`src/rtl/roberto_receptor_uc.sv`:
```
// Receive-side control unit: gathers a sensor frame byte by byte from a UART receiver,
// flags completion, then returns N_RESP response bytes through a UART transmitter.
module roberto_receptor_uc #(
  parameter int unsigned N_SENSORES   = 2,
  parameter int unsigned BYTES_SENSOR = 4,
  parameter int unsigned N_RESP       = 3,
  parameter int unsigned TIMEOUT      = 50000000
) (
  input  logic                                  clock,
  input  logic                                  reset,
  input  logic                                  habilita,
  input  logic                                  rx_pronto,
  input  logic [7:0]                            rx_dado,
  input  logic                                  tx_pronto,
  input  logic                                  resp_valido,
  input  logic [8*N_RESP-1:0]                   resp_dado,
  output logic                                  tx_partida,
  output logic [7:0]                            tx_dado,
  output logic [8*N_SENSORES*BYTES_SENSOR-1:0]  medidas,
  output logic                                  quadro_pronto,
  output logic                                  erro_timeout,
  output logic                                  ocupado,
  output logic [3:0]                            db_estado
);

  localparam int unsigned TOTAL = N_SENSORES * BYTES_SENSOR;
  localparam int unsigned IDXW  = (TOTAL > 1) ? $clog2(TOTAL) : 1;
  localparam int unsigned JW    = (N_RESP > 1) ? $clog2(N_RESP) : 1;
  localparam int unsigned CW    = (TIMEOUT > 1) ? $clog2(TIMEOUT + 1) : 1;
  localparam logic [IDXW-1:0] LAST_IDX = IDXW'(TOTAL - 1);
  localparam logic [JW-1:0]   LAST_J   = JW'(N_RESP - 1);
  localparam logic [CW-1:0]   CNT_LIM  = CW'(TIMEOUT - 1);

  typedef enum logic [3:0] {
    OCIOSO      = 4'd0,
    ESPERA_BYTE = 4'd1,
    QUADRO_OK   = 4'd2,
    ESPERA_RESP = 4'd3,
    ENVIA       = 4'd4,
    ESPERA_TX   = 4'd5,
    FIM         = 4'd6,
    ERRO        = 4'd7
  } estado_t;

  estado_t                         state_q, state_d;
  logic [IDXW-1:0]                 idx_q, idx_d;
  logic [JW-1:0]                   j_q, j_d;
  logic [CW-1:0]                   cnt_q, cnt_d;
  logic [8*N_RESP-1:0]             resp_q, resp_d;
  logic [7:0]                      txd_q, txd_d;
  logic [8*TOTAL-1:0]              med_q, med_d;

  always_ff @(posedge clock) begin
    if (reset) begin
      state_q <= OCIOSO;
      idx_q   <= '0;
      j_q     <= '0;
      cnt_q   <= '0;
      resp_q  <= '0;
      txd_q   <= '0;
      med_q   <= '0;
    end else begin
      state_q <= state_d;
      idx_q   <= idx_d;
      j_q     <= j_d;
      cnt_q   <= cnt_d;
      resp_q  <= resp_d;
      txd_q   <= txd_d;
      med_q   <= med_d;
    end
  end

  always_comb begin
    state_d       = state_q;
    idx_d         = idx_q;
    j_d           = j_q;
    cnt_d         = cnt_q;
    resp_d        = resp_q;
    txd_d         = txd_q;
    med_d         = med_q;
    tx_partida    = 1'b0;
    quadro_pronto = 1'b0;
    erro_timeout  = 1'b0;
    case (state_q)
      OCIOSO: begin
        idx_d = '0;
        cnt_d = '0;
        if (habilita) state_d = ESPERA_BYTE;
      end
      ESPERA_BYTE: begin
        if (rx_pronto) begin
          med_d[8*idx_q +: 8] = rx_dado;
          cnt_d = '0;
          if (idx_q == LAST_IDX) state_d = QUADRO_OK;
          else                   idx_d   = idx_q + IDXW'(1);
        end else if (idx_q != '0) begin
          // An arriving byte on the threshold cycle takes priority over the timeout.
          if (cnt_q == CNT_LIM) state_d = ERRO;
          else                  cnt_d   = cnt_q + CW'(1);
        end
      end
      QUADRO_OK: begin
        quadro_pronto = 1'b1;
        state_d       = ESPERA_RESP;
      end
      ESPERA_RESP: begin
        if (resp_valido) begin
          resp_d  = resp_dado;
          j_d     = '0;
          txd_d   = resp_dado[7:0];
          state_d = ENVIA;
        end
      end
      ENVIA: begin
        tx_partida = 1'b1;
        state_d    = ESPERA_TX;
      end
      ESPERA_TX: begin
        if (tx_pronto) begin
          if (j_q == LAST_J) begin
            state_d = FIM;
          end else begin
            j_d     = j_q + JW'(1);
            txd_d   = resp_q[8*j_d +: 8];
            state_d = ENVIA;
          end
        end
      end
      FIM:     state_d = OCIOSO;
      ERRO: begin
        erro_timeout = 1'b1;
        state_d      = OCIOSO;
      end
      default: state_d = OCIOSO;
    endcase
  end

  assign tx_dado   = txd_q;
  assign medidas   = med_q;
  assign ocupado   = (state_q != OCIOSO);
  assign db_estado = state_q;

endmodule
```
`config.mk`:
```
export PLATFORM = sky130hd
export DESIGN_NAME = roberto_receptor_uc
export DESIGN_NICKNAME = d
export VERILOG_FILES = /design/src/rtl/roberto_receptor_uc.sv
export SDC_FILE = /design/constraint.sdc
export NUM_CORES = 1
export LEC_CHECK = 0
export ABC_CLOCK_PERIOD_IN_PS = 5600
export BUFFER_PORTS_ARGS = -buffer_cell sky130_fd_sc_hd__buf_2
export CAP_MARGIN = 20
export CORE_ASPECT_RATIO = 0.8
export CORE_UTILIZATION = 30
export DETAILED_ROUTE_END_ITERATION = 6
export HOLD_SLACK_MARGIN = 0.05
export PLACE_DENSITY = 0.56
export SYNTH_ARGS = -nofsm -noshare
export SYNTH_HDL_FRONTEND = slang
export SYNTH_SLANG_ARGS = --single-unit
```
`constraint.sdc`:
```
create_clock -name clock -period 5.6 [get_ports clock]
set_clock_uncertainty 0.15 [all_clocks]
set_input_delay 0.84 -clock clock [delete_from_list [all_inputs] [get_ports clock]]
set_output_delay 0.84 -clock clock [all_outputs]
set_load 0.005 [all_outputs]
```
==> results of run 1 <==
[layout by cell type (no fill, tap or decap), types with 10 or more instances in the layout]
| master | n |
|---|---|
| buf_2 | 115 |
| o21ai_0 | 10 |
| nand4_1 | 11 |
| a21oi_1 | 71 |
| and2_1 | 23 |
| dfxtp_1 | 130 |
| mux2i_1 | 52 |
| nor3_1 | 11 |
| nor2_1 | 69 |
| nand2_1 | 109 |
| or3_1 | 14 |
| nand3_1 | 33 |
| clkbuf_16 | 17 |
[layer usage]
metal,up-vias,track usage,part of all wire
li1,2637,-,-
met1,2447,0.2374,0.52
met2,102,0.2441,0.43
met3,6,0.04267,0.047
met4,0,0.04626,0.0051
met5,-,0,0
[synth_stat cells, drive strengths merged (2+ instances only)]
cell    count
nand3b      2
nor2b       7
nand4b      3
ha          8
clkbuf     28
mux2        3
a211oi      6
nor3b       6
nor3       12
and4        4
buf        10
or4         8
a31oi       2
nand4      11
nor2       70
o31ai       3
o21ai      14
dfxtp     130
inv         6
a22oi       3
a21oi      71
o21a        2
nand2b      3
and3        4
a21o        2
nand2     110
a222oi      6
nand3      33
mux2i      52
and2       23
nor4b       2
nor4        2
or3        14
and4b       2
o211ai      7
[where the power goes]
group	total (mW)	switching, mW	leakage [nW]	internal (mW)
registers	0.942	0.0101	1.05	0.931
clock network	1.11	0.417	0.286	0.691
logic	0.112	0.0731	1.60	0.0393
[metrics by stage]
stage | utilization | total power [mW] | cells | hold WS, ns
after floorplan | - | 1.027 | 683 | 0.2829
after global placement | 0.3473 | 1.075 | 1023 | 0.2891
after detailed placement | 0.3473 | 1.074 | 1023 | 0.2935
after CTS | 0.3788 | 2.189 | 1054 | 0.3015
after global routing | 0.3796 | 2.238 | 1055 | 0.3183
final | 0.3796 | 2.163 | 1055 | 0.3012
[cell families (layout without fill, tap and decap cells)]
| logic type | count (synthesis) | in the layout | synth area share |
|---|---|---|---|
| simple gates | 319 | 319 | 0.2710 |
| flops | 130 | 130 | 0.4502 |
| compound gates | 125 | 125 | 0.1325 |
| mux | 55 | 55 | 0.09589 |
| buf+inv | 44 | 158 | 0.03095 |
| fa+ha+maj | 8 | 8 | 0.01732 |
| other cells | 1 | 1 | 0.0006487 |
| xor+xnor | 1 | 1 | 0.001515 |
[final cells by class]
type	count	area [um2]
clock inverter	11	130.1
timing repair buffer	121	628.1
fill	1977	11740
clock buffer	20	466.7
multi-input combinational	509	3009
sequential	130	2603
inverter	6	22.52
tap	258	322.8
[how the worst min path moves through the flow]
stage	end	cells after the start
finish	medidas[39]	2
CTS	medidas[36]	2
global route	medidas[36]	2
detailed placement	medidas[36]	2
global placement	medidas[38]	2
floorplan	resp_q[1]	2
[critical path, cell delays in order, from the launching register on]
cell      delay [ns]
dfxtp_1         0.47
inv_1           0.16
ha_1            0.22
ha_1            0.29
nor3_1          0.31
a21o_1          0.18
o211ai_2        0.29
or4_1           0.56
a21oi_1         0.14
[flip-flops by register name (all words and copies together) (netlist names)]
register and count:
db_estado 3, cnt_q 26, medidas 64, j_q 2, tx_dado 8, resp_q 24
idx_q 3
==> flow_metrics.env, run 1 <==
export IMPL_outcome="finished clean"
export IMPL_grt_pass1_vias=4923
export IMPL_core_rowCount=45
export IMPL_port_buffers=116
export IMPL_vias=5192
export IMPL_ys_ff_latch=130
export IMPL_syn_inst=683
export IMPL_worst_pin_slew_ns=0.9850
export IMPL_via_per_inst=4.921
export IMPL_insertion_delay_ns=0.41
export IMPL_setup_viol=0
export IMPL_cts_tree="yes"
export IMPL_reg2reg_depth=8
export IMPL_insertedDiodeCount=0
export IMPL_seq_area_frac_synth=0.4502
export IMPL_drt_wl_total_mm=16.00
export IMPL_h_tree_depth=4
export IMPL_dpl_hpwl_mm=11.24
export IMPL_reg2reg_from="idx_q[0]"
export IMPL_post_cts_setup_buffers=0
export IMPL_core_mm2=0.01892
export IMPL_leakagePower_nw=2.934
export IMPL_fin_setup_tns_ns=0
export IMPL_r2r_setup_slack_ns=2.74
export IMPL_cts_root_buf="clkbuf_16"
export IMPL_dieArea_mm2=0.01983
export IMPL_ir_drop_uv=145.3
export IMPL_synthTopCellsByArea="dfxtp_1, mux2i_1, nand2_1, a21oi_1, nor2_1"
export IMPL_cts_buffer_depth=2
export IMPL_post_place_ws_ns=2.661
export IMPL_cts_sinks=130
export IMPL_drtIter0Drc=449
export IMPL_rsz0062_at_grt="false"
export IMPL_place_area_mm2=0.006570
export IMPL_pin_count=118
export IMPL_async_flop_share=0
export IMPL_die_w_um=157.2
export IMPL_hold_path_class="register to register"
export IMPL_avgSynthCellArea_um2=8.463
export IMPL_required_ns=5.79
export IMPL_synth_edf_count=0
export IMPL_critPathLaunchType="register"
export IMPL_fmax_mhz=349.6
export IMPL_drive_above_1_share=0.2095
export IMPL_worst_setup_path_type="register to register"
export IMPL_crit_end="cnt_q[23]"
export IMPL_initial_utilization=0.3056
export IMPL_netlist_area_mm2=0.005781
export IMPL_min_period_ns=2.860
export IMPL_area_growth_pct=24.24
export IMPL_fin_nets=831
export IMPL_arrival_ns=3.05
export IMPL_synth_top_cell_area_share=0.4502
export IMPL_finalHoldViolCount=0
export IMPL_postCtsHoldBufs=0
export IMPL_grt_first_pass_wirelength_mm=25.88
export IMPL_grtUsageTotal=0.1661
export IMPL_powerDensity_mw_per_mm2=301.1
export IMPL_route_detailed_drc=0
export IMPL_gp_congestion=0.7613
export IMPL_drv_cap=0
export IMPL_cp_max_fo=18
export IMPL_cts_buffers=17
export IMPL_startpoint="idx_q[0]"
export IMPL_slew_headroom=0.3405
export IMPL_antenna_found_initial=0
export IMPL_ys_types=59
export IMPL_crit_path_end_kind="register"
export IMPL_yosysTopAreaCell="dfxtp_1"
export IMPL_ctsResizeCount=0
export IMPL_drtPass1Iterations=5
export IMPL_wl_per_cell_um=15.17
export IMPL_yosysWarnings=0
export IMPL_maxSlewViolCount=0
export IMPL_clkTransAtPathRegs_ns=0.06
export IMPL_die_height_um=126.2
export IMPL_final_area_mm2=0.007182
export IMPL_grt_ovfl_total=0
export IMPL_synthFlopType="dfxtp_1"
export IMPL_r2r_end="cnt_q[23]"
export IMPL_grt_max_degree=72
export IMPL_fin_crit_sh=0.5107
export IMPL_syn_num_nets=729
export IMPL_antenna_left=0
export IMPL_worstHoldStart="medidas[39]"
export IMPL_fin_ws_ns=2.740
No activity file was read; power rests on OpenSTA's default activity.
==> run 2, diff against run 1 <==
Settings changed: ABC_CLOCK_PERIOD_IN_PS 5600 to 2400, PLACE_DENSITY 0.56 to 0.58.
Clock period 5.6 ns to 2.4 ns, I/O delays scaled along.
==> run 2 against run 1 <==
Compared with the run above:
- clock power is 140% higher
- critical path depth shrank 1
- routed wire length shrank 0.25%
- combinational power rose to 3.0 times the previous value
- non-clock buffer count is 48 higher
- first-iteration DRC count down 22%
- global-route usage shrank 0.061 points
- sequential cell count stayed put
==> flow_metrics.env, run 2 (same netlist as run 1, synthesis figures left out) <==
export IMPL_place_area_mm2=0.006763
export IMPL_die_w_um=157.2
export IMPL_worstHoldStart="resp_dado[17]"
export IMPL_critPathLaunchType="register"
export IMPL_reg2reg_depth=7
export IMPL_grtUsageTotal=0.1655
export IMPL_antenna_found_initial=0
export IMPL_drtIter0Drc=351
export IMPL_nFillCells=1932
export IMPL_via_per_inst=4.911
export IMPL_final_common_cell="dfxtp_1"
export IMPL_powerDensity_mw_per_mm2=674.2
export IMPL_wl_met1_mm=7.959
export IMPL_fmax_mhz=424.8
export IMPL_core_rowCount=45
export IMPL_post_place_ws_ns=0.06506
export IMPL_required_ns=2.53
export IMPL_wl_met2_mm=6.863
export IMPL_mostFrequentLayoutCells="dfxtp_1, buf_2, nand2_1, a21oi_1, nor2_1"
export IMPL_grt_pass1_vias=4850
export IMPL_r2r_setup_slack_ns=0.05
export IMPL_finalHoldViolCount=0
export IMPL_top_layer_used="met4"
export IMPL_register_area_mm2=0.002603
export IMPL_insertedDiodeCount=0
export IMPL_drive_above_1_share=0.2272
export IMPL_rsz0062_at_grt="true"
export IMPL_r2r_end="medidas[48]"
export IMPL_drtPass1Iterations=5
export IMPL_post_cts_setup_buffers=0
export IMPL_drt_wl_total_mm=15.96
export IMPL_hold_path_class="primary input to register"
export IMPL_route_detailed_drc=0
export IMPL_port_buffers=116
export IMPL_worst_setup_path_type="register to register"
export IMPL_core_mm2=0.01892
export IMPL_cts_sinks=130
export IMPL_leakagePower_nw=3.153
export IMPL_grt_first_pass_wirelength_mm=25.70
export IMPL_vias=5417
export IMPL_initial_utilization=0.3056
export IMPL_maxSlewViolCount=0
export IMPL_outcome="finished clean"
export IMPL_arrival_ns=2.49
export IMPL_clkTransAtPathRegs_ns=0.06
export IMPL_final_area_mm2=0.007605
export IMPL_min_to="resp_q[17]"
export IMPL_crit_path_end_kind="register"
export IMPL_h_tree_depth=4
export IMPL_min_period_ns=2.354
export IMPL_fin_nets=879
export IMPL_cts_tree="yes"
export IMPL_antenna_left=0
export IMPL_ir_drop_uv=349.3
export IMPL_grt_max_degree=64
export IMPL_startpoint="idx_q[0]"
export IMPL_largest_reg_flops=64
export IMPL_fin_cells=1103
export IMPL_setup_viol=0
export IMPL_fin_crit_sh=0.9807
export IMPL_cp_max_fo=8
export IMPL_fin_setup_tns_ns=0
export IMPL_grt_ovfl_total=0
export IMPL_worst_pin_slew_ns=0.6690
export IMPL_worstHoldPathCells=3
export IMPL_die_height_um=126.2
export IMPL_insertion_delay_ns=0.42
export IMPL_multi_input_area_mm2=0.003023
export IMPL_route_met3_wl_um=987
export IMPL_reg2reg_from="idx_q[0]"
export IMPL_area_growth_pct=31.56
export IMPL_wl_per_cell_um=14.47
export IMPL_fin_ws_ns=0.04620
export IMPL_cts_buffer_depth=2
export IMPL_dieArea_mm2=0.01983
export IMPL_gp_congestion=0.8265
export IMPL_drv_cap=0
export IMPL_pin_count=118
export IMPL_cts_root_buf="clkbuf_16"
export IMPL_dp_cells=1048
export IMPL_dpl_hpwl_mm=11.19
export IMPL_slew_headroom=0.5540
export IMPL_cts_buffers=17
==> run 2: cell types whose count changed in the layout (fill, tap and decap cells not counted), moves of 2 or more <==
cell	previous run	this run
clkinv_2	2	4
clkbuf_8	3	0
inv_6	0	2
dlygate4sd3_1	0	24
buf_4	5	29
==> run 2: power breakdown <==
group	total (mW)	leakage (nW)	switching [mW]	internal, mW
registers	2.19	1.05	0.0136	2.17
clock network	2.61	0.286	0.980	1.63
logic	0.335	1.82	0.193	0.141
total	5.13	3.15	1.19	3.94
==> run 2: stage by stage <==
| stage | hold slack [ns] | utilization | power, mW |
|---|---|---|---|
| global route | 0.08809 | 0.4020 | 5.299 |
| finish | 0.06516 | 0.4020 | 5.128 |
| CTS | 0.05464 | 0.4013 | 5.177 |
| global placement | 0.2917 | 0.3575 | 2.533 |
| floorplan | 0.2829 | - | 2.396 |
| detailed placement | 0.2968 | 0.3575 | 2.534 |
==> run 2: worst max-delay path by stage <==
stage	slack, ns	end
after floorplan	0.04	cnt_q[10]
after global placement	0.15	cnt_q[14]
after detailed placement	0.07	medidas[49]
after CTS	0.03	medidas[48]
after global routing	-0.13	medidas[48]
final	0.05	medidas[48]
==> run 2: repair_timing <==
action / in CTS / in global routing
resized for setup: 0 / 3
endpoints found under the hold margin: 25 / 0
hold buffers: 24 / 0
endpoints found under the setup margin: 0 / 28
==> run 2: area by class of cell <==
type,instances,area share
repair buffers,169,0.1374
inverters,6,0.002962
clock inverters,13,0.02106
multi-input cells,509,0.3975
clock buffers,18,0.05643
well taps,258,0.04245
flip-flops and latches,130,0.3422
==> run 2: metal layers <==
metal	track usage	up-vias
met2	0.2402	138
met1	0.2361	2537
met5	0	-
li1	-	2730
met4	0.04797	0
met3	0.04646	12
==> run 2: worst max-delay path: stages (launching register included) <==
cell     delay [ns]
dfxtp_1        0.32
inv_1          0.09
ha_1           0.21
ha_1           0.31
nor3_1         0.41
nand2_1        0.40
mux2i_1        0.28
nor2_1         0.06
==> run 3, diff against run 2 <==
Settings changed: ABC_AREA set to 1, CAP_MARGIN 20 to unset, PLACE_DENSITY 0.58 to 0.57.
==> run 3 against run 2 <==
Compared with the run above:
- hold slack worse by 0.0036 ns
- critical endpoint is now medidas[19]
- highest routed layer unchanged
- global-route usage is 0.77 points higher
- maximum frequency rose by 6.2%
- setup slack gained 0.14 ns
==> flow_metrics.env, run 3 <==
export IMPL_worst_setup_path_type="register to register"
export IMPL_via_per_inst=4.691
export IMPL_wl_met2_mm=6.910
export IMPL_place_area_mm2=0.006893
export IMPL_r2r_setup_slack_ns=0.18
export IMPL_cts_buffers=17
export IMPL_fin_crit_sh=0.9232
export IMPL_core_rowCount=45
export IMPL_synthFlopType="dfxtp_1"
export IMPL_syn_inst=851
export IMPL_dieArea_mm2=0.02050
export IMPL_core_mm2=0.01926
export IMPL_drv_cap=0
export IMPL_cts_buffer_depth=2
export IMPL_wl_met1_mm=8.702
export IMPL_mostFrequentLayoutCells="nor2_1, dfxtp_1, nand2_1, buf_2, o21ai_0"
export IMPL_setup_viol=0
export IMPL_avgSynthCellArea_um2=7.025
export IMPL_netlist_area_mm2=0.005978
export IMPL_cp_max_fo=10
export IMPL_yosysTopAreaCell="dfxtp_1"
export IMPL_drtIter0Drc=378
export IMPL_dpl_hpwl_mm=12.33
export IMPL_wl_per_cell_um=13.52
export IMPL_worstHoldStart="resp_dado[9]"
export IMPL_critPathLaunchType="register"
export IMPL_drt_wl_total_mm=16.96
export IMPL_combPwrFrac=0.152
export IMPL_cp_cell_sequence="inv_1 -> ha_1 -> ha_1 -> nand2_1 -> inv_1 -> nand3_2 -> clkinv_1 -> o21ai_0 -> a21oi_1"
export IMPL_async_flop_share=0
export IMPL_drive_above_1_share=0.2028
export IMPL_crit_path_max_incr_delay_ns=0.37
export IMPL_largest_reg_flops=64
export IMPL_insertion_delay_ns=0.42
export IMPL_route_met3_wl_mm=1.092
export IMPL_arrival_ns=2.38
export IMPL_leakagePower_nw=3.258
export IMPL_die_w_um=159.8
export IMPL_p_int_mw=4.202
export IMPL_cts_root_buf="clkbuf_16"
export IMPL_crit_path_end_kind="register"
export IMPL_port_buffers=116
export IMPL_die_height_um=128.3
export IMPL_grt_max_degree=39
export IMPL_yosys_top_cells_count="nor2_1, dfxtp_1, nand2_1, o21ai_0, a21oi_1"
export IMPL_clkTransAtPathRegs_ns=0.06
export IMPL_insertedDiodeCount=0
export IMPL_antenna_found_initial=0
export IMPL_initial_utilization=0.3105
export IMPL_drtPass1Iterations=5
export IMPL_reg2reg_depth=9
export IMPL_sequentialPowerShare=0.390
export IMPL_ys_ff_latch=130
export IMPL_yosysMostFrequentCell="nor2_1"
export IMPL_top_layer_used="met4"
export IMPL_synth_top_cell_area_share=0.4353
export IMPL_rsz0062_at_grt="false"
export IMPL_pin_count=118
export IMPL_h_tree_depth=4
export IMPL_gp_congestion=0.8294
export IMPL_grtUsageTotal=0.1732
export IMPL_cts_sinks=130
export IMPL_required_ns=2.56
export IMPL_outcome="finished clean"
export IMPL_power_total_mw=5.844
export IMPL_vias=5882
export IMPL_grt_first_pass_wirelength_mm=28.19
export IMPL_ys_types=39
export IMPL_finalHoldViolCount=0
export IMPL_swShare=0.2809
export IMPL_powerDensity_mw_per_mm2=769.3
export IMPL_nFillCells=2073
export IMPL_hold_path_class="primary input to register"
export IMPL_r2r_end="medidas[19]"
export IMPL_min_to="resp_q[9]"
export IMPL_synth_edf_count=0
export IMPL_cts_tree="yes"
export IMPL_antenna_left=0
export IMPL_grt_pass1_vias=5585
export IMPL_min_period_ns=2.216
export IMPL_final_common_cell="nor2_1"
export IMPL_fin_setup_tns_ns=0
export IMPL_yosysWarnings=0
export IMPL_seq_area_frac_synth=0.4353
export IMPL_syn_num_nets=897
export IMPL_reg2reg_from="idx_q[1]"
export IMPL_fin_nets=1029
export IMPL_area_growth_pct=27.06
export IMPL_maxSlewViolCount=0
export IMPL_route_detailed_drc=0
export IMPL_cp_slowest_cell="dfxtp_1"
export IMPL_grt_ovfl_total=0
export IMPL_final_area_mm2=0.007596
export IMPL_clock_power_share=0.458
export IMPL_p_sw_mw=1.642
export IMPL_synthTopCellsByArea="dfxtp_1, nor2_1, nand2_1, o21ai_0, a21oi_1"
export IMPL_fmax_mhz=451.3
export IMPL_ir_drop_uv=495.7
export IMPL_worstHoldPathCells=3
[run 3: cell types whose count changed after synthesis, moves of 14 or more]
| cell | change |
|---|---|
| nor3_1 | +23 |
| nor2_1 | +95 |
| inv_1 | +69 |
| mux2i_1 | -52 |
| nand2_1 | +14 |
| and2_1 | -23 |
| o21ai_0 | +76 |
| nand3_1 | +26 |
| or3_1 | -14 |
[run 3: worst max-delay path: cells and delay by family (launching register included)]
| kind | cells | cell delay, ns |
|---|---|---|
| AO/OA/AOI/OAI | 2 | 0.26 |
| adder cells (fa/ha/maj) | 2 | 0.53 |
| buffers and inverters | 3 | 0.45 |
| flip-flops | 1 | 0.37 |
| AND/OR/NAND/NOR | 2 | 0.33 |
[run 3: worst max-delay path by stage]
stage	startpoint	endpoint
floorplan	idx_q[0]	medidas[25]
global placement	idx_q[1]	medidas[30]
detailed placement	idx_q[1]	medidas[30]
CTS	idx_q[1]	medidas[30]
global route	idx_q[1]	cnt_q[12]
finish	idx_q[1]	medidas[19]
[run 3: kinds of logic after synthesis]
| family | synth area share |
|---|---|
| simple gates | 0.3026 |
| compound gates | 0.1612 |
| other cells | 0.0006273 |
| fa+ha+maj | 0.01674 |
| flops | 0.4353 |
| xor+xnor | 0.002931 |
| buf+inv | 0.08058 |
[run 3: routing by layer]
metal  global-route usage  up-vias
li1                     -     3064
met1               0.2438     2645
met2               0.2497      153
met3              0.04982       20
met4              0.06162        0
met5                    0        -
[run 3: power groups by stage]
stage,Combinational [mW],Clock (mW),Sequential (mW)
6_report,0.888,2.68,2.28
5_1_grt,0.995,2.83,2.29
3_5_place_dp,0.859,0,2.32
2_1_floorplan,0.566,0,2.32
3_3_place_gp,0.850,0,2.32
4_1_cts,0.871,2.72,2.28
[run 3: repair_timing]
action | 4_1_cts | 5_1_grt
hold endpoints to repair | 7 | 0
hold buffers | 7 | 0
endpoints found under the setup margin | 0 | 36
buffers inserted | 0 | 1
resized for setup | 0 | 2
[run 3: layout make-up]
type,count,area [um2],area share
repair buffers,145,828.3,0.1090
clock buffers,19,452.9,0.05963
well taps,258,322.8,0.04250
flip-flops and latches,130,2603,0.3426
inverters,88,335.3,0.04414
clock inverters,13,157.7,0.02075
multi-input cells,601,2897,0.3813
[run 3: stage by stage]
step | hold slack [ns] | utilization | worst slack, ns | cells
CTS | 0.05006 | 0.3933 | 0.07910 | 1253
detailed placement | 0.2977 | 0.3580 | 0.08702 | 1214
finish | 0.06157 | 0.3945 | 0.1843 | 1254
global placement | 0.2872 | 0.3580 | 0.2091 | 1214
floorplan | 0.2740 | - | 0.3325 | 851
global route | 0.06230 | 0.3945 | 0.01649 | 1254
